==> config.mk <==
export PLATFORM = sky130hd
export DESIGN_NAME = multi_cycle_ctrl
export DESIGN_NICKNAME = d
export VERILOG_FILES = /design/src/rtl/multi_cycle_ctrl_pkg.sv /design/src/rtl/multi_cycle_ctrl_opcode_class_dec.sv /design/src/rtl/multi_cycle_ctrl.sv
export SDC_FILE = /design/constraint.sdc
export NUM_CORES = 1
export LEC_CHECK = 0
export BUFFER_PORTS_ARGS = -buffer_cell sky130_fd_sc_hd__buf_4
export CAP_MARGIN = 20
export CORE_ASPECT_RATIO = 0.75
export CORE_MARGIN = 1
export CORE_UTILIZATION = 35
export DETAILED_ROUTE_END_ITERATION = 6
export PLACE_DENSITY = 0.79
export RECOVER_POWER = 25
export SYNTH_ARGS = -nofsm -noshare
export SYNTH_HDL_FRONTEND = slang
export SYNTH_SLANG_ARGS = --single-unit
==> constraint.sdc <==
create_clock -name clk -period 1.4 [get_ports clk]
set_input_delay 0.21 -clock clk [delete_from_list [all_inputs] [get_ports clk]]
set_output_delay 0.21 -clock clk [all_outputs]
set_load 0.005 [all_outputs]
==> src/rtl/multi_cycle_ctrl_pkg.sv <==
// Shared definitions for the multi-cycle RV32 control path: FSM states,
// opcode classes, opcode constants and the datapath select encodings.
package riscv_ctrl_pkg;

  typedef enum logic [2:0] {
    S_FETCH  = 3'd0,
    S_DECODE = 3'd1,
    S_EXEC   = 3'd2,
    S_MEM    = 3'd3,
    S_WB     = 3'd4,
    S_TRAP   = 3'd5
  } state_e;

  typedef enum logic [2:0] {
    CLS_R      = 3'd0,
    CLS_I      = 3'd1,
    CLS_LOAD   = 3'd2,
    CLS_STORE  = 3'd3,
    CLS_BRANCH = 3'd4,
    CLS_JAL    = 3'd5,
    CLS_JALR   = 3'd6
  } cls_e;

  localparam logic [6:0] OP_R      = 7'b0110011;
  localparam logic [6:0] OP_I      = 7'b0010011;
  localparam logic [6:0] OP_LOAD   = 7'b0000011;
  localparam logic [6:0] OP_STORE  = 7'b0100011;
  localparam logic [6:0] OP_BRANCH = 7'b1100011;
  localparam logic [6:0] OP_JAL    = 7'b1101111;
  localparam logic [6:0] OP_JALR   = 7'b1100111;

  // Immediate-generator format select, shared with the immediate generator.
  typedef enum logic [2:0] {
    IMM_R  = 3'd0,
    IMM_I  = 3'd1,
    IMM_S  = 3'd2,
    IMM_SB = 3'd3,
    IMM_UJ = 3'd4
  } imm_type_e;

  typedef enum logic [1:0] {
    PC_PLUS4  = 2'b00,
    PC_BRANCH = 2'b01,
    PC_JALR   = 2'b10
  } pc_sel_e;

  typedef enum logic [1:0] {
    WB_ALU  = 2'b00,
    WB_LOAD = 2'b01,
    WB_PC4  = 2'b10
  } wb_sel_e;

  typedef enum logic [1:0] {
    ALU_ADD   = 2'b00,
    ALU_CMP   = 2'b01,
    ALU_FUNCT = 2'b10
  } alu_op_e;

  function automatic imm_type_e imm_type_of(input logic [6:0] op);
    imm_type_e t;
    case (op)
      OP_I, OP_LOAD, OP_JALR: t = IMM_I;
      OP_STORE:               t = IMM_S;
      OP_BRANCH:              t = IMM_SB;
      OP_JAL:                 t = IMM_UJ;
      default:                t = IMM_R;
    endcase
    return t;
  endfunction

endpackage

==> src/rtl/multi_cycle_ctrl_opcode_class_dec.sv <==
// Combinational opcode classifier: maps instruction[6:0] to an instruction
// class and flags any opcode outside the supported RV32I subset.
module opcode_class_dec
  import riscv_ctrl_pkg::*;
(
  input  logic [6:0] opcode_i,
  output cls_e       cls_o,
  output logic       illegal_o
);

  // Opcode to class lookup; unknown opcodes report illegal and class R.
  always_comb begin
    cls_o     = CLS_R;
    illegal_o = 1'b0;
    case (opcode_i)
      OP_R:      cls_o = CLS_R;
      OP_I:      cls_o = CLS_I;
      OP_LOAD:   cls_o = CLS_LOAD;
      OP_STORE:  cls_o = CLS_STORE;
      OP_BRANCH: cls_o = CLS_BRANCH;
      OP_JAL:    cls_o = CLS_JAL;
      OP_JALR:   cls_o = CLS_JALR;
      default:   illegal_o = 1'b1;
    endcase
  end

endmodule

==> src/rtl/multi_cycle_ctrl.sv <==
// Multi-cycle RV32I control FSM: FETCH -> DECODE -> EXEC -> [MEM] -> [WB].
// Optional memory-wait watchdog enabled by defining CTRL_TIMEOUT_EN; without
// it, handshake waits are unbounded and timeout is tied low.
module multi_cycle_ctrl
  import riscv_ctrl_pkg::*;
#(
  parameter int unsigned TIMEOUT_CYCLES = 16
) (
  input  logic        clk,
  input  logic        rst_n,
  input  logic [31:0] instruction,
  output logic        imem_req,
  input  logic        imem_ack,
  output logic        dmem_req,
  output logic        dmem_we,
  input  logic        dmem_ack,
  input  logic        branch_taken,
  output logic        ir_we,
  output logic        pc_we,
  output logic        reg_we,
  output logic [1:0]  pc_sel,
  output logic [1:0]  wb_sel,
  output logic        alu_src_imm,
  output logic [1:0]  alu_op,
  output logic [2:0]  imm_type,
  output logic        illegal,
  output logic        timeout
);

  state_e state_q;
  cls_e   cls_q;
  logic   illegal_q;
  cls_e   dec_cls;
  logic   dec_illegal;

  logic unused_instr_hi;
  assign unused_instr_hi = ^instruction[31:7];

  opcode_class_dec u_dec (
    .opcode_i  (instruction[6:0]),
    .cls_o     (dec_cls),
    .illegal_o (dec_illegal)
  );

  assign imm_type = imm_type_of(instruction[6:0]);
  assign illegal  = illegal_q;

`ifdef CTRL_TIMEOUT_EN
  localparam int unsigned CNT_W = (TIMEOUT_CYCLES > 1) ? $clog2(TIMEOUT_CYCLES) : 1;
  logic [CNT_W-1:0] wait_cnt_q;
  logic             timeout_q;
  logic             wait_expired;
  assign wait_expired = (wait_cnt_q == CNT_W'(TIMEOUT_CYCLES - 1));
  assign timeout      = timeout_q;
`else
  logic unused_timeout_cfg;
  assign unused_timeout_cfg = (TIMEOUT_CYCLES != 0);
  assign timeout            = 1'b0;
`endif

  // State sequencing, class latch, sticky flags and the optional wait counter.
  always_ff @(posedge clk) begin
    if (!rst_n) begin
      state_q   <= S_FETCH;
      cls_q     <= CLS_R;
      illegal_q <= 1'b0;
`ifdef CTRL_TIMEOUT_EN
      wait_cnt_q <= '0;
      timeout_q  <= 1'b0;
`endif
    end else begin
`ifdef CTRL_TIMEOUT_EN
      // Counter only survives consecutive wait cycles; any other cycle clears it.
      wait_cnt_q <= '0;
`endif
      case (state_q)
        S_FETCH: begin
          if (imem_ack) state_q <= S_DECODE;
`ifdef CTRL_TIMEOUT_EN
          else if (wait_expired) begin
            state_q   <= S_TRAP;
            timeout_q <= 1'b1;
          end else wait_cnt_q <= wait_cnt_q + 1'b1;
`endif
        end
        S_DECODE: begin
          if (dec_illegal) begin
            state_q   <= S_TRAP;
            illegal_q <= 1'b1;
          end else begin
            cls_q   <= dec_cls;
            state_q <= S_EXEC;
          end
        end
        S_EXEC: begin
          case (cls_q)
            CLS_LOAD, CLS_STORE: state_q <= S_MEM;
            CLS_BRANCH:          state_q <= S_FETCH;
            default:             state_q <= S_WB;
          endcase
        end
        S_MEM: begin
          if (dmem_ack) begin
            if (cls_q == CLS_LOAD) state_q <= S_WB;
            else                   state_q <= S_FETCH;
          end
`ifdef CTRL_TIMEOUT_EN
          else if (wait_expired) begin
            state_q   <= S_TRAP;
            timeout_q <= 1'b1;
          end else wait_cnt_q <= wait_cnt_q + 1'b1;
`endif
        end
        S_WB:    state_q <= S_FETCH;
        S_TRAP:  state_q <= S_TRAP;
        default: state_q <= S_TRAP;
      endcase
    end
  end

  // Control outputs decoded from state; ack/branch-dependent enables must act
  // in the same cycle, so outputs are decoded rather than registered and are
  // gated by rst_n so nothing is requested or written while reset is held.
  always_comb begin
    imem_req    = 1'b0;
    dmem_req    = 1'b0;
    dmem_we     = 1'b0;
    ir_we       = 1'b0;
    pc_we       = 1'b0;
    reg_we      = 1'b0;
    pc_sel      = PC_PLUS4;
    wb_sel      = WB_ALU;
    alu_src_imm = 1'b0;
    alu_op      = ALU_ADD;
    if (rst_n) begin
      case (state_q)
        S_FETCH: begin
          imem_req = 1'b1;
          ir_we    = imem_ack;
        end
        S_EXEC: begin
          case (cls_q)
            CLS_R: alu_op = ALU_FUNCT;
            CLS_I: begin
              alu_op      = ALU_FUNCT;
              alu_src_imm = 1'b1;
            end
            CLS_LOAD, CLS_STORE: begin
              alu_op      = ALU_ADD;
              alu_src_imm = 1'b1;
            end
            CLS_BRANCH: begin
              alu_op = ALU_CMP;
              pc_we  = 1'b1;
              pc_sel = branch_taken ? PC_BRANCH : PC_PLUS4;
            end
            default: ;
          endcase
        end
        S_MEM: begin
          dmem_req = 1'b1;
          dmem_we  = (cls_q == CLS_STORE);
          pc_we    = dmem_ack && (cls_q == CLS_STORE);
        end
        S_WB: begin
          reg_we = 1'b1;
          pc_we  = 1'b1;
          case (cls_q)
            CLS_LOAD: wb_sel = WB_LOAD;
            CLS_JAL: begin
              wb_sel = WB_PC4;
              pc_sel = PC_BRANCH;
            end
            CLS_JALR: begin
              wb_sel = WB_PC4;
              pc_sel = PC_JALR;
            end
            default: ;
          endcase
        end
        default: ;
      endcase
    end
  end

endmodule

* Word level (Yosys, flattened, before mapping) *
Cells that the tools add are included.

word-level totals
  bits in registers = 7
  input port bits = 37
  output and inout bits = 18
  logic and storage cells = 70

operators by class
  equality and inequality tests = 19
  muxes and demuxes = 35
  bitwise logic cells = 1
  reductions and logical operators = 12

operator list
  kind                                                                    number
  7-bit equality test (second input constant)                             3
  3-bit one-hot mux with 6 select lines                                   1
  1-bit two-way mux                                                       17
  2-bit one-hot mux with 2 select lines                                   4
  3-bit one-hot mux with 5 select lines                                   1
  7-bit by 6-bit equality test with 1-bit output (second input constant)  2
  3-bit by 2-bit equality test with 1-bit output (second input constant)  4
  3-bit equality test (second input constant)                             4
  3-bit two-way mux                                                       4
  3-bit one-hot mux with 4 select lines                                   1
  2-bit two-way mux                                                       5
  7-bit by 2-bit equality test with 1-bit output (second input constant)  1
  7-bit by 5-bit equality test with 1-bit output (second input constant)  1
  7-bit OR reduction                                                      1
  3-bit by 1-bit equality test with 1-bit output (second input constant)  2
  3-bit logical NOT                                                       2
  3-bit one-hot mux with 2 select lines                                   1
  2-bit AND reduction                                                     3
  2-bit OR reduction                                                      3
  3-bit OR reduction                                                      2
  2-bit != test (second input constant)                                   2
  1-bit one-hot mux with 3 select lines                                   1
  1-bit logical AND                                                       1
  1-bit NOT                                                               1

* Depth between registers and ports, before layout *
Gate-level depths: netlist (run 1).

  depth after elaboration = 5
  gate-level depth with buffers = 5
  gate-level depth less buffers = 4

* Cells and area by module *
From an unflattened synthesis (run 1), not the netlist that was laid out.

unflattened totals
  cell total of the unflattened synthesis = 98
  area total of the unflattened synthesis = 708.2 um^2

modules (own cells, without submodules)
  module            instances  cells each  area each (um^2)  sequential area each (um^2)
  multi_cycle_ctrl  1          83          618.1             140.1
  opcode_class_dec  1          15          90.1              0.0

* Least setup slack after synthesis (run 1) *
OpenSTA, ideal clock, no wires.

  path kind = register to register
  start point = reg state_q[1]
  end point = reg cls_q[0]
  library setup time = 117 ps
  arrival = 1,257 ps
  data required time = 1,283 ps
  setup slack = 25 ps
  cell stages (with the launch flop) = 6
  buffers on the path = 1
  clock period less this slack = 1,375 ps
  cells stage by stage = dfxtp_1 buf_6 or3b_4 a21oi_4 nand2_2 a32o_1

on the way
  longest elaborated chain between the ends = 2

ends and longest elaborated chain
  what                                            line                    source
  start: declaration                              multi_cycle_ctrl.sv:30  state_e state_q;
  start signal: assignment                        multi_cycle_ctrl.sv:64  state_q <= S_FETCH;
  start signal: assignment                        multi_cycle_ctrl.sv:78  if (imem_ack) state_q <= S_DECODE;
  start signal: assignment                        multi_cycle_ctrl.sv:88  state_q <= S_TRAP;
  3-bit by 1-bit equality test with 1-bit output  multi_cycle_ctrl.sv:76  case (state_q)
  2-bit AND reduction (no line)                   n/a
  end signal: assignment                          multi_cycle_ctrl.sv:91  cls_q <= dec_cls;
  end: declaration                                multi_cycle_ctrl.sv:31  cls_e cls_q;

Every way passes these cells.
A chain may end at the register's enable or synchronous reset.

* Final worst setup path (run 1) *
  start point = reg state_q[0]
  end point = out alu_op[0]

on the way
  longest elaborated chain between the ends = 3

ends and longest elaborated chain
  what                                            line                     source
  3-bit by 2-bit equality test with 1-bit output  multi_cycle_ctrl.sv:136  case (state_q)
  2-bit two-way mux                               multi_cycle_ctrl.sv:136
  2-bit two-way mux                               multi_cycle_ctrl.sv:135  if (rst_n) begin
  end: declaration                                multi_cycle_ctrl.sv:24   output logic [1:0] alu_op,

Every way passes these cells.

==> summary.md, run 1 <==
| Metric | Value |
|---|---|
| Hold buffers post-CTS | `0` |
| GPL Wtd Cong | `0.869` |
| Commonest cells after routing, fill and taps aside | `buf_4, nor3_1, and3_1` |
| Most common cell after layout, fill and taps aside | `buf_4` |
| Routed met1 length | `1.15 mm` |
| GRT Total Usage | `0.241` |
| Reg2reg path depth | `5` |
| Minimum clock period | `1600 ps` |
| Power Dens Cells | `566 nW/um^2` |
| Longest Clk Path Bufs | `2` |
| Synth top area share | `0.201` |
| RSZ-0062 raised after global routing | `yes` |
| Layout cell share with drive strength beyond 1 | `0.622` |
| Final cell count without fillers | `157` |
| Fin Clk Skew | `1.04 ps` |
| Initial drt markers | `37` |
| Cell area after layout | `1230 um^2` |
| Hold Fails Final Rpt | `0` |
| Critical-path maximum fanout | `7` |
| Hold WC Path Type | `in2reg` |
| CTS buffer count | `3` |
| Crit path required time | `1190 ps` |
| Failing checks | `negative setup slack` |
| FF-to-FF Start | `state_q[0]$_SDFFE_PN0P_` |
| R2r endpoint | `cls_q[0]$_SDFFE_PN0P_` |
| Post-layout worst setup margin | `-202 ps` |
| Core area | `1810 um^2` |
| Die height | `40.6 um` |
| Total gr overflow | `0` |
| Flops & latches, synth | `7` |
| Final Max Tran Viols | `0` |
| Total Wirelength | `2.85 mm` |
| First-pass GRT wire length | `3.59 mm` |
| Critical path type | `reg2out` |
| Synth warn | `0` |
| Synth Cell Area | `696 um^2` |
| Most common flop cell mapped by yosys | `dfxtp_1` |
| Leakage | `0.516 nW` |
| Setup crit start | `state_q[0]$_SDFFE_PN0P_` |
| Initial Util | `0.385` |
| Final net count | `173` |
| Post-DR wirelength/cell | `18.1 um` |
| Worst EP arrival | `1390 ps` |
| Top post-synthesis cells by area | `dfxtp_1, and3_1, nor2b_1` |
| Metal2 WL | `1.31 mm` |
| Die area | `2170 um^2` |
| I/O pin cnt | `55` |
| Largest delay share family, worst path | `simple AND/OR/NAND/NOR gates` |
| Number of enable flip-flop cells after synthesis | `0` |
| Area after DPL | `996 um^2` |
| Flop pwr share | `0.330` |
| Critical-path cell list | `nor2b_2 -> nand2_1 -> nor4b_2 -> buf_4` |
| Period utilization | `1.14` |
| Root Driver | `clkbuf_4` |
| Max incr delay on CP | `380 ps` |
| Placed Cells | `148` |
| DR vias | `972` |
| IO Port Bufs | `28` |
| Top sig layer | `met4` |
| DP Worst Slack | `-129 ps` |
| Vias in the first global route | `750` |
| Worst-path clk slew | `50 ps` |
| Maxcap violations | `0` |
| Net switching power | `0.000234 W` |
| Comb pwr share | `0.396` |
| Total stage count of the critical path | `4` |
| Detailed Place HPWL | `1.58 mm` |
| Outcome | `complete, but fails checks` |
| CTS tree | `done` |
| Net count after synthesis | `129` |
| Synth area leader | `dfxtp_1` |
| Peak VDD IR | `0.458 mV` |
| Worst path buffer plus inverter count | `1` |
| H-tree depth | `1` |
| Clock power share | `0.274` |
| Fin util | `0.683` |
| WHS | `289 ps` |
| DIE WIDTH | `53.5 um` |
| # setup viols final | `13` |
| P&R area growth vs syn | `77.2%` |
| Routed Antenna Nets | `0` |
| Pint | `0.000464 W` |
| Antenna violations before repair | `0` |
| DRT Pass-1 Iters | `4` |
| Clk_lat worst skew | `260 ps` |
| CP Launch Type | `flop` |
| CP Capture Type | `output port` |
| Synth async-reset ratio | `0` |
| R2R setup slack | `-130 ps` |
| Seq/Total Area, Yosys | `0.201` |
| Antenna Cells | `0` |
| Syn_area_per_cell | `7.56 um^2` |
| Metal3 WL | `296 um` |
| Slowest CP cell | `dfxtp_4` |
| Via density | `6.19` |
| CP endpoint | `alu_op[0]` |
| F_max | `624 MHz` |
| Sw frac | `0.335` |
| Syn Inst Count | `92` |
| CTS Sinks | `7` |
| DRC errors left | `0` |
| Count of different cell masters after synthesis | `41` |
| FP Rows | `13` |
| Largest net degree at the start of global routing | `12` |
==> what timing repair did <==
action / in CTS / in global routing
buffers inserted: 2 / 3
cloned: 0 / 0
gates resized for setup: 26 / 17
pin swaps: 8 / 4
endpoints found under the hold margin: 0 / 0
endpoints found under the setup margin: 17 / 17
==> power groups by stage <==
stage          registers (W)  clock network, W  logic (W)
2_1_floorplan       0.000223                 0   0.000109
3_3_place_gp        0.000228                 0   0.000204
3_5_place_dp        0.000230                 0   0.000210
4_1_cts             0.000230          0.000193   0.000228
5_1_grt             0.000232          0.000208   0.000296
6_report            0.000231          0.000191   0.000277
==> cell type report <==
cell class	count	area, um^2
repair buffers	47	364
multi-input cells	77	657
well taps	22	27.5
fillers	130	573
clock buffers	4	26.3
flip-flops and latches	7	158
==> cells by family (layout without fill, tap and decap cells) <==
| family | count (synthesis) | after routing | share of synthesized area |
|---|---|---|---|
| xor+xnor | 2 | 2 | 0.0252 |
| simple gates | 50 | 50 | 0.426 |
| flops | 7 | 7 | 0.201 |
| compound gates | 24 | 24 | 0.281 |
| other cells | 1 | 1 | 0.00539 |
| buf+inv | 8 | 51 | 0.0611 |
==> stage by stage <==
| stage | setup TNS [ps] | power, W |
|---|---|---|
| 4_1_cts | -965 | 0.000651 |
| 5_1_grt | -2470 | 0.000736 |
| 3_5_place_dp | -517 | 0.000440 |
| 3_3_place_gp | -285 | 0.000433 |
| 2_1_floorplan | 0 | 0.000332 |
| 6_report | -1550 | 0.000698 |
==> flip-flops by register name, indices dropped and copies added, names as in the netlist <==
name,cells
cls_q,3
illegal,1
state_q,3
==> worst min path at each step <==
stage                         startpoint                      end  slack, ps  depth (start not counted)
finish                          imem_ack  state_q[0]$_SDFFE_PN0P_        290                          3
global route                    imem_ack  state_q[0]$_SDFFE_PN0P_        300                          3
CTS                             imem_ack  state_q[0]$_SDFFE_PN0P_        290                          3
detailed placement  illegal$_SDFFE_PN0P_     illegal$_SDFFE_PN0P_        460                          1
global placement    illegal$_SDFFE_PN0P_     illegal$_SDFFE_PN0P_        450                          1
floorplan                       imem_ack  state_q[0]$_SDFFE_PN0P_        390                          2
==> cells in the mapped netlist, drive strengths merged (2+ instances only) <==
cell and number:
nand2b 4, or2 2, o22ai 2, nor2b 6, nor2 6, nand2 5, nor3 7, a41oi 2
a21boi 2, nor4b 2, a21oi 5, o21a 2, and3 7, dfxtp 7, nor3b 3, o21ai 2
buf 3, clkbuf 5, nand3 2
==> worst register-to-register path, delay by kind of cell (launching register included) <==
family,cells,cell delay [ps]
flip-flops,1,400
AO/OA/AOI/OAI,2,410
buffers and inverters,1,130
AND/OR/NAND/NOR,2,480
==> metal layers <==
metal	vias to the layer above	global-route usage
met2	73	0.394
met1	453	0.320
met3	14	0.0593
met4	0	0.0592
met5	-	0
li1	432	-
No activity file was read; power rests on OpenSTA's default activity.
==> run 2, diff against run 1 <==
--- a/config.mk
+++ b/config.mk
@@ -5,13 +5,14 @@
 export SDC_FILE = /design/constraint.sdc
 export NUM_CORES = 1
 export LEC_CHECK = 0
+export ABC_AREA = 1
 export BUFFER_PORTS_ARGS = -buffer_cell sky130_fd_sc_hd__buf_4
 export CAP_MARGIN = 20
 export CORE_ASPECT_RATIO = 0.75
 export CORE_MARGIN = 1
-export CORE_UTILIZATION = 35
+export CORE_UTILIZATION = 33
 export DETAILED_ROUTE_END_ITERATION = 6
-export PLACE_DENSITY = 0.79
+export PLACE_DENSITY = 0.78
 export RECOVER_POWER = 25
 export SYNTH_ARGS = -nofsm -noshare
 export SYNTH_HDL_FRONTEND = slang
==> run 2 against run 1 <==
- the run still ends with negative setup slack left
- total power decreased by 3.8%
- sequential power increased by 6%
- clock-buffer cell count unchanged
- combinational power decreased by 16%
- area after synthesis decreased by 7.9%
- final cell count increased by 7.0%
- design area decreased by 17%
- critical path depth increased by 3
- utilization decreased by 10 points
- critical path type unchanged
- highest routed layer unchanged
==> summary.md, run 2 <==
| Metric | Value |
|---|---|
| Syn_area_per_cell | `5.99 um^2` |
| Clock power share | `0.287` |
| Most common cell after layout, fill and taps aside | `buf_4` |
| Die area | `2120 um^2` |
| Most frequent cell after synthesis | `nand2_1` |
| CTS buffer count | `3` |
| Largest net degree at the start of global routing | `9` |
| Critical path type | `reg2out` |
| Top post-synthesis cells by area | `dfxtp_1, nand2_1, inv_1` |
| Synth area leader | `dfxtp_1` |
| Final Max Tran Viols | `0` |
| RSZ-0062 raised after global routing | `yes` |
| Die height | `40.2 um` |
| Power Dens Cells | `654 nW/um^2` |
| Outcome | `complete, but fails checks` |
| H-tree depth | `1` |
| I/O pin cnt | `55` |
| Worst EP arrival | `1360 ps` |
| Reg2reg path depth | `8` |
| Number of enable flip-flop cells after synthesis | `0` |
| Leakage | `0.502 nW` |
| Commonest cells post-synth | `nand2_1, inv_1, nor2_1, nand3_1, dfxtp_1` |
| Syn Inst Count | `107` |
| Most common flop cell mapped by yosys | `dfxtp_1` |
| Vias in the first global route | `712` |
| CP Capture Type | `output port` |
| Synth warn | `0` |
| # setup viols final | `11` |
| Post-layout worst setup margin | `-171 ps` |
| Antenna violations before repair | `0` |
| Routed Antenna Nets | `0` |
| Sw frac | `0.351` |
| Final net count | `184` |
| Detailed Place HPWL | `1.37 mm` |
| Net switching power | `0.000236 W` |
| FF-to-FF Start | `state_q[2]$_SDFFE_PN0P_` |
| Hold Path Depth | `3` |
| Hold_sp | `rst_n` |
| Initial drt markers | `28` |
| Clk_lat worst skew | `260 ps` |
| FP Rows | `13` |
| Flops & latches, synth | `7` |
| Period utilization | `1.12` |
| GPL Wtd Cong | `0.894` |
| Comb pwr share | `0.346` |
| Flop pwr share | `0.367` |
| Pint | `0.000436 W` |
| Hold Fails Final Rpt | `0` |
| Core area | `1770 um^2` |
| Net count after synthesis | `144` |
| Longest Clk Path Bufs | `2` |
| P&R area growth vs syn | `60.2%` |
| First-pass GRT wire length | `2.92 mm` |
| CTS tree | `done` |
| Via density | `4.95` |
| Hold EP | `state_q[1]$_SDFFE_PN0P_` |
| DRC errors left | `0` |
| IO Port Bufs | `28` |
| CTS Sinks | `7` |
| Failing checks | `negative setup slack` |
| Maxcap violations | `0` |
| Synth Cell Area | `641 um^2` |
| Setup Total Neg Slack | `-1080 ps` |
| Antenna Cells | `0` |
| Peak VDD IR | `0.747 mV` |
| Root Driver | `clkbuf_4` |
| Total gr overflow | `0` |
| Minimum clock period | `1570 ps` |
| DR vias | `832` |
| R2r endpoint | `state_q[0]$_SDFFE_PN0P_` |
| Final cell count without fillers | `168` |
| DP Worst Slack | `11.6 ps` |
| Seq/Total Area, Yosys | `0.219` |
| Count of different cell masters after synthesis | `28` |
| Fin Clk Skew | `7.67 ps` |
| DRT Pass-1 Iters | `4` |
| Worst-path clk slew | `50 ps` |
| GRT Total Usage | `0.199` |
| Synth top area share | `0.219` |
| DIE WIDTH | `52.9 um` |
| Initial Util | `0.361` |
| Commonest cells after routing, fill and taps aside | `buf_4, nand2_1, inv_1` |
| Layout cell share with drive strength beyond 1 | `0.493` |
| Synth async-reset ratio | `0` |
| CP Launch Type | `flop` |
| Crit path required time | `1190 ps` |
| Placed Cells | `158` |
| Total Wirelength | `1.81 mm` |
| Critical-path maximum fanout | `3` |
| F_max | `637 MHz` |
| Hold WC Path Type | `in2reg` |
| R2R setup slack | `80 ps` |
| Post-DR wirelength/cell | `10.8 um` |
run 2: cell types whose count changed after synthesis, moves of 4 or more:
cell,previous run,this run
inv_1,0,16
nand2_1,4,18
nand3_1,2,11
and3_1,7,0
nor2_1,6,13
nor2b_1,6,0
clkbuf_1,5,1
inv_2,0,4
nand2b_1,4,0
run 2: cell type report:
type	instances	area, um^2
inverters	20	77.6
multi-input cells	77	458
clock buffers	4	26.3
repair buffers	38	289
fillers	166	747
flip-flops and latches	7	148
well taps	22	27.5
run 2: cells by family after synthesis:
family / after synthesis / share of synthesized area
other cells: 1 / 0.00585
buf+inv: 23 / 0.143
flops: 7 / 0.219
compound gates: 13 / 0.125
simple gates: 63 / 0.508
run 2: worst max-delay path, cell delays in order (launching register included):
cell and delay (ps):
dfxtp_2 360, inv_2 60, nor3_4 210, nand3_2 120, nor2_2 120, nand2_1 50, o21ai_1 70, buf_4 120
run 2: power by group through the flow:
stage	Combinational (W)	Clock, W	Sequential [W]
2_1_floorplan	0.000113	0	0.000239
3_3_place_gp	0.000204	0	0.000239
3_5_place_dp	0.000207	0	0.000240
4_1_cts	0.000217	0.000196	0.000245
5_1_grt	0.000258	0.000201	0.000249
6_report	0.000232	0.000193	0.000246
run 2: layer usage:
| layer | track usage | vias up | routed length, um |
|---|---|---|---|
| li1 | - | 426 | - |
| met1 | 0.218 | 382 | 756 |
| met2 | 0.358 | 22 | 922 |
| met3 | 0.0720 | 2 | 121 |
| met4 | 0.0789 | 0 | 11 |
| met5 | 0 | - | 0 |
run 2: metrics by stage:
stage | cell area (um^2) | hold WS [ps] | utilization | power, W
2_1_floorplan | 641 | 308 | - | 0.000351
3_3_place_gp | 892 | 439 | 0.503 | 0.000442
3_5_place_dp | 892 | 452 | 0.503 | 0.000447
4_1_cts | 986 | 187 | 0.556 | 0.000657
5_1_grt | 1030 | 218 | 0.579 | 0.000708
6_report | 1030 | 188 | 0.579 | 0.000671
run 2: timing repair:
item                                    CTS  global route
endpoints found under the setup margin   10            15
endpoints found under the hold margin     0             0
hold buffers                              0             0
gates resized for setup                  12             9
pin swaps                                 2             3
setup buffers                             4             2
run 2: worst max path at each step:
stage | from | end | slack, ps | cells past startpoint
after global routing | state_q[1]$_SDFFE_PN0P_ | pc_sel[0] | -240 | 7
final | state_q[1]$_SDFFE_PN0P_ | pc_sel[0] | -170 | 7
after global placement | state_q[1]$_SDFFE_PN0P_ | pc_sel[0] | 40 | 7
after detailed placement | state_q[1]$_SDFFE_PN0P_ | pc_sel[0] | 10 | 7
after floorplan | state_q[2]$_SDFFE_PN0P_ | pc_sel[0] | 210 | 5
after CTS | state_q[1]$_SDFFE_PN0P_ | pc_sel[0] | -150 | 7
==> run 3, diff against run 2 <==
--- a/config.mk
+++ b/config.mk
@@ -14,6 +14,7 @@
 export DETAILED_ROUTE_END_ITERATION = 6
 export PLACE_DENSITY = 0.78
 export RECOVER_POWER = 25
+export SETUP_SLACK_MARGIN = 0.05
 export SYNTH_ARGS = -nofsm -noshare
 export SYNTH_HDL_FRONTEND = slang
 export SYNTH_SLANG_ARGS = --single-unit
==> constraint.sdc (replaced) <==
create_clock -name clk -period 1.27 [get_ports clk]
set_input_delay 0.1905 -clock clk [delete_from_list [all_inputs] [get_ports clk]]
set_output_delay 0.1905 -clock clk [all_outputs]
set_load 0.005 [all_outputs]
==> run 3 against run 2 <==
- the flow still finishes with violations (negative setup slack)
- final cell count grew 6.0%
- register-to-register slack got worse by 260 ps
- hold slack got worse by 13 ps
- via count grew 13%
- total power grew 28%
- clock skew grew 0.91 ps
- setup slack got worse by 160 ps
- critical endpoint is now pc_we
==> summary.md, run 3 (synthesis gave the netlist of run 2 again) <==
| Metric | Value |
|---|---|
| I/O pin cnt | `55` |
| Total gr overflow | `0` |
| Routed Antenna Nets | `0` |
| Post-DR wirelength/cell | `14.1 um` |
| Largest net degree at the start of global routing | `9` |
| H-tree depth | `1` |
| # setup viols final | `19` |
| Total Wirelength | `2.51 mm` |
| Fin Clk Skew | `8.58 ps` |
| Power Dens Cells | `709 nW/um^2` |
| Period utilization | `1.26` |
| Initial Util | `0.361` |
| Die height | `40.2 um` |
| Area after DPL | `930 um^2` |
| First-pass GRT wire length | `3.20 mm` |
| Detailed Place HPWL | `1.40 mm` |
| Failing checks | `negative setup slack` |
| Setup Total Neg Slack | `-3150 ps` |
| CTS tree | `done` |
| Maxcap violations | `0` |
| Critical-path cell list | `buf_6 -> inv_4 -> nand3_4 -> inv_2 -> nand4_1 -> a31oi_2 -> buf_4` |
| IO Port Bufs | `28` |
| Crit path required time | `1080 ps` |
| Minimum clock period | `1600 ps` |
| CP Launch Type | `flop` |
| Initial drt markers | `25` |
| GPL Wtd Cong | `0.883` |
| Antenna violations before repair | `0` |
| CP Capture Type | `output port` |
| Final net count | `194` |
| Die area | `2120 um^2` |
| Final Max Tran Viols | `0` |
| Max incr delay on CP | `360 ps` |
| DRC errors left | `0` |
| Most common cell after layout, fill and taps aside | `buf_4` |
| Via density | `5.30` |
| FP Rows | `13` |
| Peak VDD IR | `0.919 mV` |
| Post-layout worst setup margin | `-327 ps` |
| CTS buffer count | `3` |
| CTS Sinks | `7` |
| DRT Pass-1 Iters | `4` |
| RSZ-0062 raised after global routing | `yes` |
| Worst EP arrival | `1410 ps` |
| Critical-path maximum fanout | `3` |
| Core area | `1770 um^2` |
| Antenna Cells | `0` |
| Commonest cells after routing, fill and taps aside | `buf_4, inv_1, nand2_1` |
| GRT Total Usage | `0.218` |
| Worst-path clk slew | `50 ps` |
| Hold buffers post-CTS | `0` |
| Critical path type | `reg2out` |
| Worst path buffer plus inverter count | `4` |
| F_max | `626 MHz` |
| WHS | `174 ps` |
| Longest Clk Path Bufs | `2` |
| DIE WIDTH | `52.9 um` |
| Slowest CP cell | `dfxtp_4` |
| Largest delay share family, worst path | `buffers and inverters` |
| Vias in the first global route | `771` |
| Cell area after layout | `1210 um^2` |
| Hold Fails Final Rpt | `0` |
| Leakage | `0.574 nW` |
| Hold WC Path Type | `in2reg` |
| P&R area growth vs syn | `89.3%` |
| Layout cell share with drive strength beyond 1 | `0.628` |
| DR vias | `943` |
| Outcome | `complete, but fails checks` |
| Clk_lat worst skew | `270 ps` |
| Root Driver | `clkbuf_4` |
-- run 3: final cells by class --
cell class	count	area, um^2
Multi-Input combinational cell	77	544
Sequential cell	7	155
Inverter	20	80.1
Tap cell	22	27.5
Fill cell	150	561
Timing Repair Buffer	48	379
Clock buffer	4	26.3
-- run 3: metal layers --
metal	GRT usage	vias up	wire length, um
met5	0	-	0
met4	0.0921	0	57
met3	0.0530	8	183
met2	0.434	49	1280
met1	0.223	435	979
li1	-	451	-
-- run 3: report_power, final --
part           switching (W)  leakage (nW)  internal (W)
registers          0.0000279        0.0607      0.000242
logic               0.000196         0.499      0.000168
clock network       0.000104        0.0150      0.000121
-- run 3: worst min-delay path: stages --
cell and delay [ps]:
buf_4 120, nand2_1 50, inv_1 50
-- run 3: final timing paths --
check                           from                       to  slack, ps  cells past startpoint
min                            rst_n  state_q[1]$_SDFFE_PN0P_        170                      3
max reg2reg  state_q[2]$_SDFFE_PN0P_  state_q[2]$_SDFFE_PN0P_       -180                      9
min reg2reg     illegal$_SDFFE_PN0P_     illegal$_SDFFE_PN0P_        460                      2
max          state_q[2]$_SDFFE_PN0P_                    pc_we       -330                      7
-- run 3: timing repair --
| item | CTS | global route |
|---|---|---|
| pin swaps | 5 | 16 |
| buffers inserted | 6 | 7 |
| endpoints found under the setup margin | 13 | 20 |
| resized for setup | 29 | 24 |
-- run 3: stage by stage --
step                      worst slack (ps)  instances   util  power (W)
after floorplan                        102        107      -   0.000387
after global placement               -74.1        163  0.524   0.000504
after detailed placement              -118        163  0.524   0.000509
after CTS                             -284        173  0.617   0.000784
after global routing                  -391        178  0.684   0.000903
final                                 -327        178  0.684   0.000859
